[config.mk]
export PLATFORM = sky130hd
export DESIGN_NAME = fetch_unit
export DESIGN_NICKNAME = d
export VERILOG_FILES = /design/src/rtl/fetch_pkg.sv /design/src/rtl/fetch_unit.sv
export SDC_FILE = /design/constraint.sdc
export NUM_CORES = 1
export LEC_CHECK = 0
export CORE_MARGIN = 8
export CORE_UTILIZATION = 41
export CTS_CLUSTER_SIZE = 20
export DETAILED_ROUTE_END_ITERATION = 8
export GPL_TIMING_DRIVEN = 0
export PLACE_DENSITY_LB_ADDON = 0.05
export SYNTH_ARGS = -nofsm -noshare
export SYNTH_HDL_FRONTEND = slang
export SYNTH_SLANG_ARGS = --single-unit
[constraint.sdc]
create_clock -name clk -period 2.2 [get_ports clk]
set_input_delay 0.44 -clock clk [delete_from_list [all_inputs] [get_ports clk]]
set_output_delay 0.44 -clock clk [all_outputs]
set_load 0.01 [all_outputs]
[src/rtl/fetch_pkg.sv]
// Shared types and constants for the instruction fetch stage.
// Holds the FSM state encoding, the reset NOP and the RV32 field positions.
package fetch_pkg;

    typedef enum logic [2:0] {
        IDLE  = 3'd0,
        REQ   = 3'd1,
        WAIT  = 3'd2,
        DONE  = 3'd3,
        DRAIN = 3'd4,
        FAULT = 3'd5
    } fetch_state_t;

    localparam logic [31:0] NOP_INSTR = 32'h0000_0013;

    localparam int OPCODE_LSB = 0;
    localparam int RD_LSB     = 7;
    localparam int FUNCT3_LSB = 12;
    localparam int RS1_LSB    = 15;
    localparam int RS2_LSB    = 20;
    localparam int FUNCT7_LSB = 25;

endpackage

[src/rtl/fetch_unit.sv]
// Instruction fetch stage: one ready/valid request per start pulse, latched
// into an instruction register with pre-sliced RV32 fields for decode.
//
// Memory handshake: a request transfers in the cycle where imem_req and
// imem_ready are both high; imem_addr is held stable while imem_req waits.
// Exactly one response (imem_rvalid) is expected per accepted request.
module fetch_unit
    import fetch_pkg::*;
#(
    parameter int TIMEOUT = 8
) (
    input  logic         clk,
    input  logic         reset,
    input  logic [31:0]  i_addr,
    input  logic         fetch_start,
    input  logic         flush,
    output logic         imem_req,
    output logic [31:0]  imem_addr,
    input  logic         imem_ready,
    input  logic         imem_rvalid,
    input  logic [31:0]  imem_rdata,
    output logic [31:0]  instr,
    output logic [31:0]  instr_pc,
    output logic         instr_valid,
    output logic [6:0]   opcode,
    output logic [4:0]   rd,
    output logic [2:0]   funct3,
    output logic [4:0]   rs1,
    output logic [4:0]   rs2,
    output logic [6:0]   funct7,
    output logic         misaligned,
    output logic         timeout,
    output logic         busy,
    output fetch_state_t dbg_state
);

    localparam int TW = $clog2(TIMEOUT + 1);
    localparam logic [TW-1:0] TIMER_LAST = TW'(TIMEOUT - 1);

    fetch_state_t  state, state_n;
    logic [TW-1:0] timer;

    logic start_ok, addr_aligned, load_instr, clr_valid;
    logic timer_clr, timer_inc, set_timeout;

    assign addr_aligned = (i_addr[1:0] == 2'b00);

    always_comb begin
        state_n     = state;
        start_ok    = 1'b0;
        load_instr  = 1'b0;
        clr_valid   = 1'b0;
        timer_clr   = 1'b0;
        timer_inc   = 1'b0;
        set_timeout = 1'b0;
        case (state)
            IDLE, DONE, FAULT: begin
                // A flush here only matters in DONE; any same-cycle start is dropped.
                if (flush) begin
                    if (state == DONE) begin
                        clr_valid = 1'b1;
                        state_n   = IDLE;
                    end
                end else if (fetch_start) begin
                    start_ok = 1'b1;
                    state_n  = addr_aligned ? REQ : FAULT;
                end
            end
            REQ: begin
                if (flush) begin
                    state_n = IDLE;
                end else if (imem_ready) begin
                    state_n   = WAIT;
                    timer_clr = 1'b1;
                end
            end
            WAIT: begin
                if (flush) begin
                    state_n = DRAIN;
                end else if (imem_rvalid) begin
                    load_instr = 1'b1;
                    state_n    = DONE;
                end else if (timer >= TIMER_LAST) begin
                    set_timeout = 1'b1;
                    state_n     = FAULT;
                end else begin
                    timer_inc = 1'b1;
                end
            end
            DRAIN: begin
                // The outstanding response still owns the bus; expiry is silent.
                if (imem_rvalid || timer >= TIMER_LAST) begin
                    state_n = IDLE;
                end else begin
                    timer_inc = 1'b1;
                end
            end
            default: state_n = IDLE;
        endcase
    end

    always_ff @(posedge clk) begin
        if (reset) begin
            state       <= IDLE;
            timer       <= '0;
            imem_addr   <= '0;
            instr       <= NOP_INSTR;
            instr_pc    <= '0;
            instr_valid <= 1'b0;
            misaligned  <= 1'b0;
            timeout     <= 1'b0;
        end else begin
            state <= state_n;
            if (timer_clr) begin
                timer <= '0;
            end else if (timer_inc) begin
                timer <= timer + TW'(1);
            end
            if (start_ok) begin
                instr_valid <= 1'b0;
                misaligned  <= ~addr_aligned;
                timeout     <= 1'b0;
                if (addr_aligned) begin
                    imem_addr <= i_addr;
                end
            end
            if (clr_valid) begin
                instr_valid <= 1'b0;
            end
            if (load_instr) begin
                instr       <= imem_rdata;
                instr_pc    <= imem_addr;
                instr_valid <= 1'b1;
            end
            if (set_timeout) begin
                timeout <= 1'b1;
            end
        end
    end

    assign imem_req  = (state == REQ);
    assign busy      = (state == REQ) || (state == WAIT) || (state == DRAIN);
    assign dbg_state = state;

    assign opcode = instr[OPCODE_LSB +: 7];
    assign rd     = instr[RD_LSB     +: 5];
    assign funct3 = instr[FUNCT3_LSB +: 3];
    assign rs1    = instr[RS1_LSB    +: 5];
    assign rs2    = instr[RS2_LSB    +: 5];
    assign funct7 = instr[FUNCT7_LSB +: 7];

endmodule

## Yosys cells after proc, flatten, opt, wreduce, memory -nomap -nowiden

Index checks and enable logic that the tools add are counted.

- Bits in registers: 106
- Input port bits: 70
- Output and inout port bits: 136
- Logic and storage cells: 68

- Add/subtract/negate cells: 1
- Order comparisons: 1
- Equal/unequal tests: 10
- Muxes and demuxes: 36
- Bitwise logic cells: 1
- Reduce and logical (&&, ||, !) cells: 11

Operators by type and width:

| kind | number |
|---|---|
| $mux W3 | 10 |
| $mux W1 | 24 |
| $pmux W3 S4 | 1 |
| $eq A3 B2 Y1 const B | 2 |
| $eq A3 B3 Y1 const B | 2 |
| $ne A3 B3 Y1 const B | 2 |
| $reduce_and A5 Y1 | 1 |
| $add A4 B1 Y4 const B | 1 |
| $ge A4 B3 Y1 const B | 1 |
| $ne A4 B4 Y1 const B | 1 |
| $eq A3 B1 Y1 const B | 1 |
| $logic_not A3 Y1 | 1 |
| $logic_or A1 B1 Y1 | 3 |
| $ne A3 B2 Y1 const B | 1 |
| $reduce_bool A3 Y1 | 1 |
| $reduce_or A3 Y1 | 1 |
| $logic_not A2 Y1 | 1 |
| $ne A2 B2 Y1 const B | 1 |
| $pmux W1 S2 | 1 |
| $reduce_and A2 Y1 | 1 |
| $reduce_bool A2 Y1 | 1 |
| $reduce_or A2 Y1 | 1 |
| $not A1 Y1 | 1 |

## Depth between registers and ports, before layout

- Depth after elaboration: 6
- Depth in mapped cells: 8
- Gate-level depth less buffers: 6

## Worst setup path after synthesis

No wires, ideal clock.

- Path kind: reg-to-reg
- Start: reg timer[0]
- End: reg timer[1]
- Setup time: 0.115 ns
- Arrival: 1.447 ns
- Data required time: 2.085 ns
- Setup slack: 0.637 ns
- Cell stages (with the launch flop): 6
- Path buffers: 0
- Clock period less this slack: 1.563 ns
- Path through: dfxtp_1 -> ha_1 -> a2111o_4 -> a21oi_4 -> mux2i_1 -> nor2_1

- Cells in the longest elaborated chain, start to end: 5
- Elaborated cells on any way between the ends: 8
- Classes of those cells: add/sub (1); order compare (1); mux (5); reduce/logical (1)

RTL lines:

| item | line | text |
|---|---|---|
| from (decl) | fetch_unit.sv:41 | `logic [TW-1:0] timer;` |
| from (signal assigned) | fetch_unit.sv:117 | `timer <= timer + TW'(1);` |
| $ge A4 B3 Y1 | fetch_unit.sv:83, fetch_unit.sv:92 |  |
| $mux W1 | fetch_unit.sv:83 | `end else if (timer >= TIMER_LAST) begin` |
| $mux W1 | fetch_unit.sv:80 | `end else if (imem_rvalid) begin` |
| $mux W1 | fetch_unit.sv:78 | `if (flush) begin` |
| $pmux W1 S2 | fetch_unit.sv:56 | `case (state)` |

Several ways; a longest one is shown, not always the timed one.
A chain may end at the register's enable or synchronous reset.

## Worst setup path in the final report

- Start: reg state[0] (netlist: dbg_state[0])
- End: out imem_req

- Cells in the longest elaborated chain, start to end: 1

RTL lines:

| item | line | text |
|---|---|---|
| from (decl) | fetch_unit.sv:40 | `fetch_state_t state, state_n;` |
| from (signal assigned) | fetch_unit.sv:113 | `state <= state_n;` |
| $eq A3 B1 Y1 | fetch_unit.sv:141 | `assign imem_req = (state == REQ);` |
| to (decl) | fetch_unit.sv:17 | `output logic imem_req,` |

No other way between the ends.

==> flow_summary_export.csv <==
group,metric,value,unit
placement,gp_congestion,0.821,
global_routing,grt_usage,18.6,%
die,fp.dieArea,14000,µm²
power,power_density,530,nW/µm²
setup_path,worstRegToRegCells,6,
die,die_w,118,µm
yosys,yosys-top-cells-area,"dfxtp_1 50%, nand2_1 17%, a21oi_1 12%",
sta,hold_viol,0,
job,max-cap-violations,0,
placement,dp_hpwl,10600,µm
yosys,avgSynthCellArea,8.10,µm²
sta,slew_viol_final,0,
sta,timing.final.crit_period,1.93,ns
setup_path,arrival,1.49,ns
die,ios,206,
sta,tightest_slew,0.604,ns
final_layout,fin_nets,814,
sta,setup_tns,0,ns
worst_hold_path,min_path_type,"in -> reg",
setup_path,cp-start-kind,"flip-flop",
clocking,cts_hold_buf,0,
clocking,cts_buffers,9,
yosys,syn_nets,600,
setup_path,endpoint,"imem_req",
yosys,synth_warnings,0,
sta,setup_slack,0.275,ns
final_layout,diodes,0,
clocking,clock_latency,0.36,ns
global_routing,grt_overflow,0,
setup_path,critPathRequiredTime,1.76,ns
sta,clock_skew,0.00850,ns
routing,wl,13400,µm
yosys,synth.cell_area,4290,µm²
yosys,ys_seq_area_share,49.5,%
final_layout,layout_common_cells,"201 x clkdlybuf4s50_1, 194 x nand2_1, 103 x dfxtp_1",
yosys,syn_inst,529,
clocking,cts_buffer_depth,2,
setup_path,critical_path_class,"reg -> out",
final_layout,fillers,905,
sta,rsz0062_at_grt,"no",
routing,drt-pass1-iter-count,4,
die,rows,37,
global_routing,grt_pass1_wl,21300,µm
clocking,cts_sinks,106,
yosys,ys_seq_elements,106,
setup_path,path_max_fanout,10,
setup_path,timing.rr.start,"dbg_state[2]",
yosys,synth_top_area_share,49.5,%
setup_path,regToRegEndpoint,"instr_pc[25]",
routing,vias,4140,
sta,setup_viol,0,
clocking,cts.reportedPaths.clkPinSlew,0.09,ns
die,die_h,118,µm
placement,pre_cts_slack,0.0839,ns
placement,port_buffers,203,
setup_path,cp-startpoint,"dbg_state[0]",
routing,drc_errors,0,
clocking,root_buffer,"clkbuf_8",
sta,fmax,519,MHz
die,core,10200,µm²
global_routing,antenna_found_initial,0,
sta,period_share,87.5,%
clocking,cts_tree,"done",
outcome,status,"completed",
final_layout,final_common_cell,"clkdlybuf4s50_1",
global_routing,grt_start_max_net_pins,17,
power,p_leak,2.40,nW
routing,antenna_left,0,
clocking,cts_setup_buffers,0,
die,initial_utilization,41.9,%
setup_path,crit_path_end_kind,"output port",
sta,relSlewSlack,59.7,%
clocking,h-tree-depth,3,
final_layout,syn2layout_area_growth,56.8,%
setup_path,regToRegSetupSlack,0.47,ns
worst_hold_path,hold_depth,3,
global_routing,grt_pass1_vias,4080,
final_layout,drive_above_1_share,11.9,%
power,ir_drop,0.349,mV
yosys,yosys.area.top_type,"dfxtp_1",
sta,whs,0.415,ns
routing,routedWlPerCell,15.1,µm
yosys,synth_cell_types,42,
routing,drt-vias-per-instance,4.69,
routing,drt-initial-drc-count,143,
routing by layer:
metal | up-vias | part of all wire, % | track usage [%]
li1 | 2106 | - | -
met1 | 1892 | 42 | 20.8
met2 | 135 | 49 | 32.0
met3 | 7 | 8.7 | 7.90
met4 | 0 | 0.88 | 4.16
met5 | - | 0 | 0
state kept, by name (all words and copies together), names as in the netlist:
signal	flops
imem_addr	32
misaligned	1
instr	32
instr_valid	1
instr_pc	32
timeout	1
timer	4
dbg_state	3
worst min path at each step:
stage / to / from / slack, ns
floorplan: instr_pc[31] / instr_pc[31] / 0.48
global placement: instr_pc[7] / instr_pc[7] / 0.44
detailed placement: instr_pc[28] / instr_pc[28] / 0.45
CTS: dbg_state[1] / flush / 0.40
global route: dbg_state[1] / flush / 0.42
finish: dbg_state[1] / flush / 0.41
cells by family (layout without fill, tap and decap cells):
kind of cell | after synthesis | in the layout | synth area share (%)
AND/OR/NAND/NOR | 240 | 240 | 23.4
AO/OA/AOI/OAI | 110 | 110 | 14.2
flip-flops | 106 | 106 | 49.5
buffers and inverters | 68 | 286 | 11.7
XOR/XNOR | 2 | 2 | 0.409
multiplexers | 2 | 2 | 0.496
adder cells (fa/ha/maj) | 1 | 1 | 0.292
repair_timing:
item,CTS,global route
resized for setup,7,3
hold endpoints to repair,0,0
endpoints found under the setup margin,2,1
pin swaps,0,0
cell type report:
cell class / count / area [µm²] / area share, %
flip-flops and latches: 106 / 2130 / 31.7
repair buffers: 203 / 2030 / 30.3
multi-input cells: 355 / 1670 / 24.9
plain buffers: 67 / 499 / 7.43
well taps: 136 / 170 / 2.53
clock buffers: 10 / 128 / 1.90
clock inverters: 5 / 80.1 / 1.19
inverters: 1 / 3.75 / 0.0559
where the power goes:
part	leakage, nW	internal, W	switching, W
Combinational	1.44	0.000202	0.000146
Sequential	0.857	0.00194	0.0000166
Clock	0.0984	0.000634	0.000626
Total	2.40	0.00277	0.000788
synth_stat cells:
cell type,count
buf_2,5
mux2i_1,1
buf_4,33
a22oi_1,2
nor3b_1,1
and2b_2,2
and3_1,3
nor2b_1,3
nor3_1,2
dfxtp_1,106
buf_6,13
a2111o_4,1
nor2_2,2
nand2_2,1
nor4_1,1
o31ai_1,1
inv_1,1
a41oi_1,1
mux2_2,1
nand2b_4,1
a2111oi_2,1
a21oi_4,1
nand3b_1,1
nor2_1,15
or2b_2,2
o21ai_2,1
nor3_2,1
xnor2_1,1
nand2_1,194
clkbuf_1,14
or4_1,1
nor3b_2,1
or2_4,1
nand2b_1,1
a21oi_1,100
nand3_1,6
clkbuf_8,2
o21ai_0,1
xor2_1,1
a2111oi_0,1
ha_1,1
and2_1,1
worst max-delay path, stage by stage (launching register included):
cell	delay [ns]
dfxtp_4	0.39
buf_6	0.15
nor2b_2	0.18
nor2b_1	0.14
dlygate4sd2_1	0.28
through the flow:
stage	instance area, µm²	utilization (%)	total power [W]	instances
2_1_floorplan	4290	-	0.00214	529
3_3_place_gp	6490	63.4	0.00234	868
3_5_place_dp	6490	63.4	0.00235	868
4_1_cts	6710	65.6	0.00360	883
5_1_grt	6720	65.7	0.00371	883
6_report	6720	65.7	0.00356	883
Power figures use the tool's default switching activity.
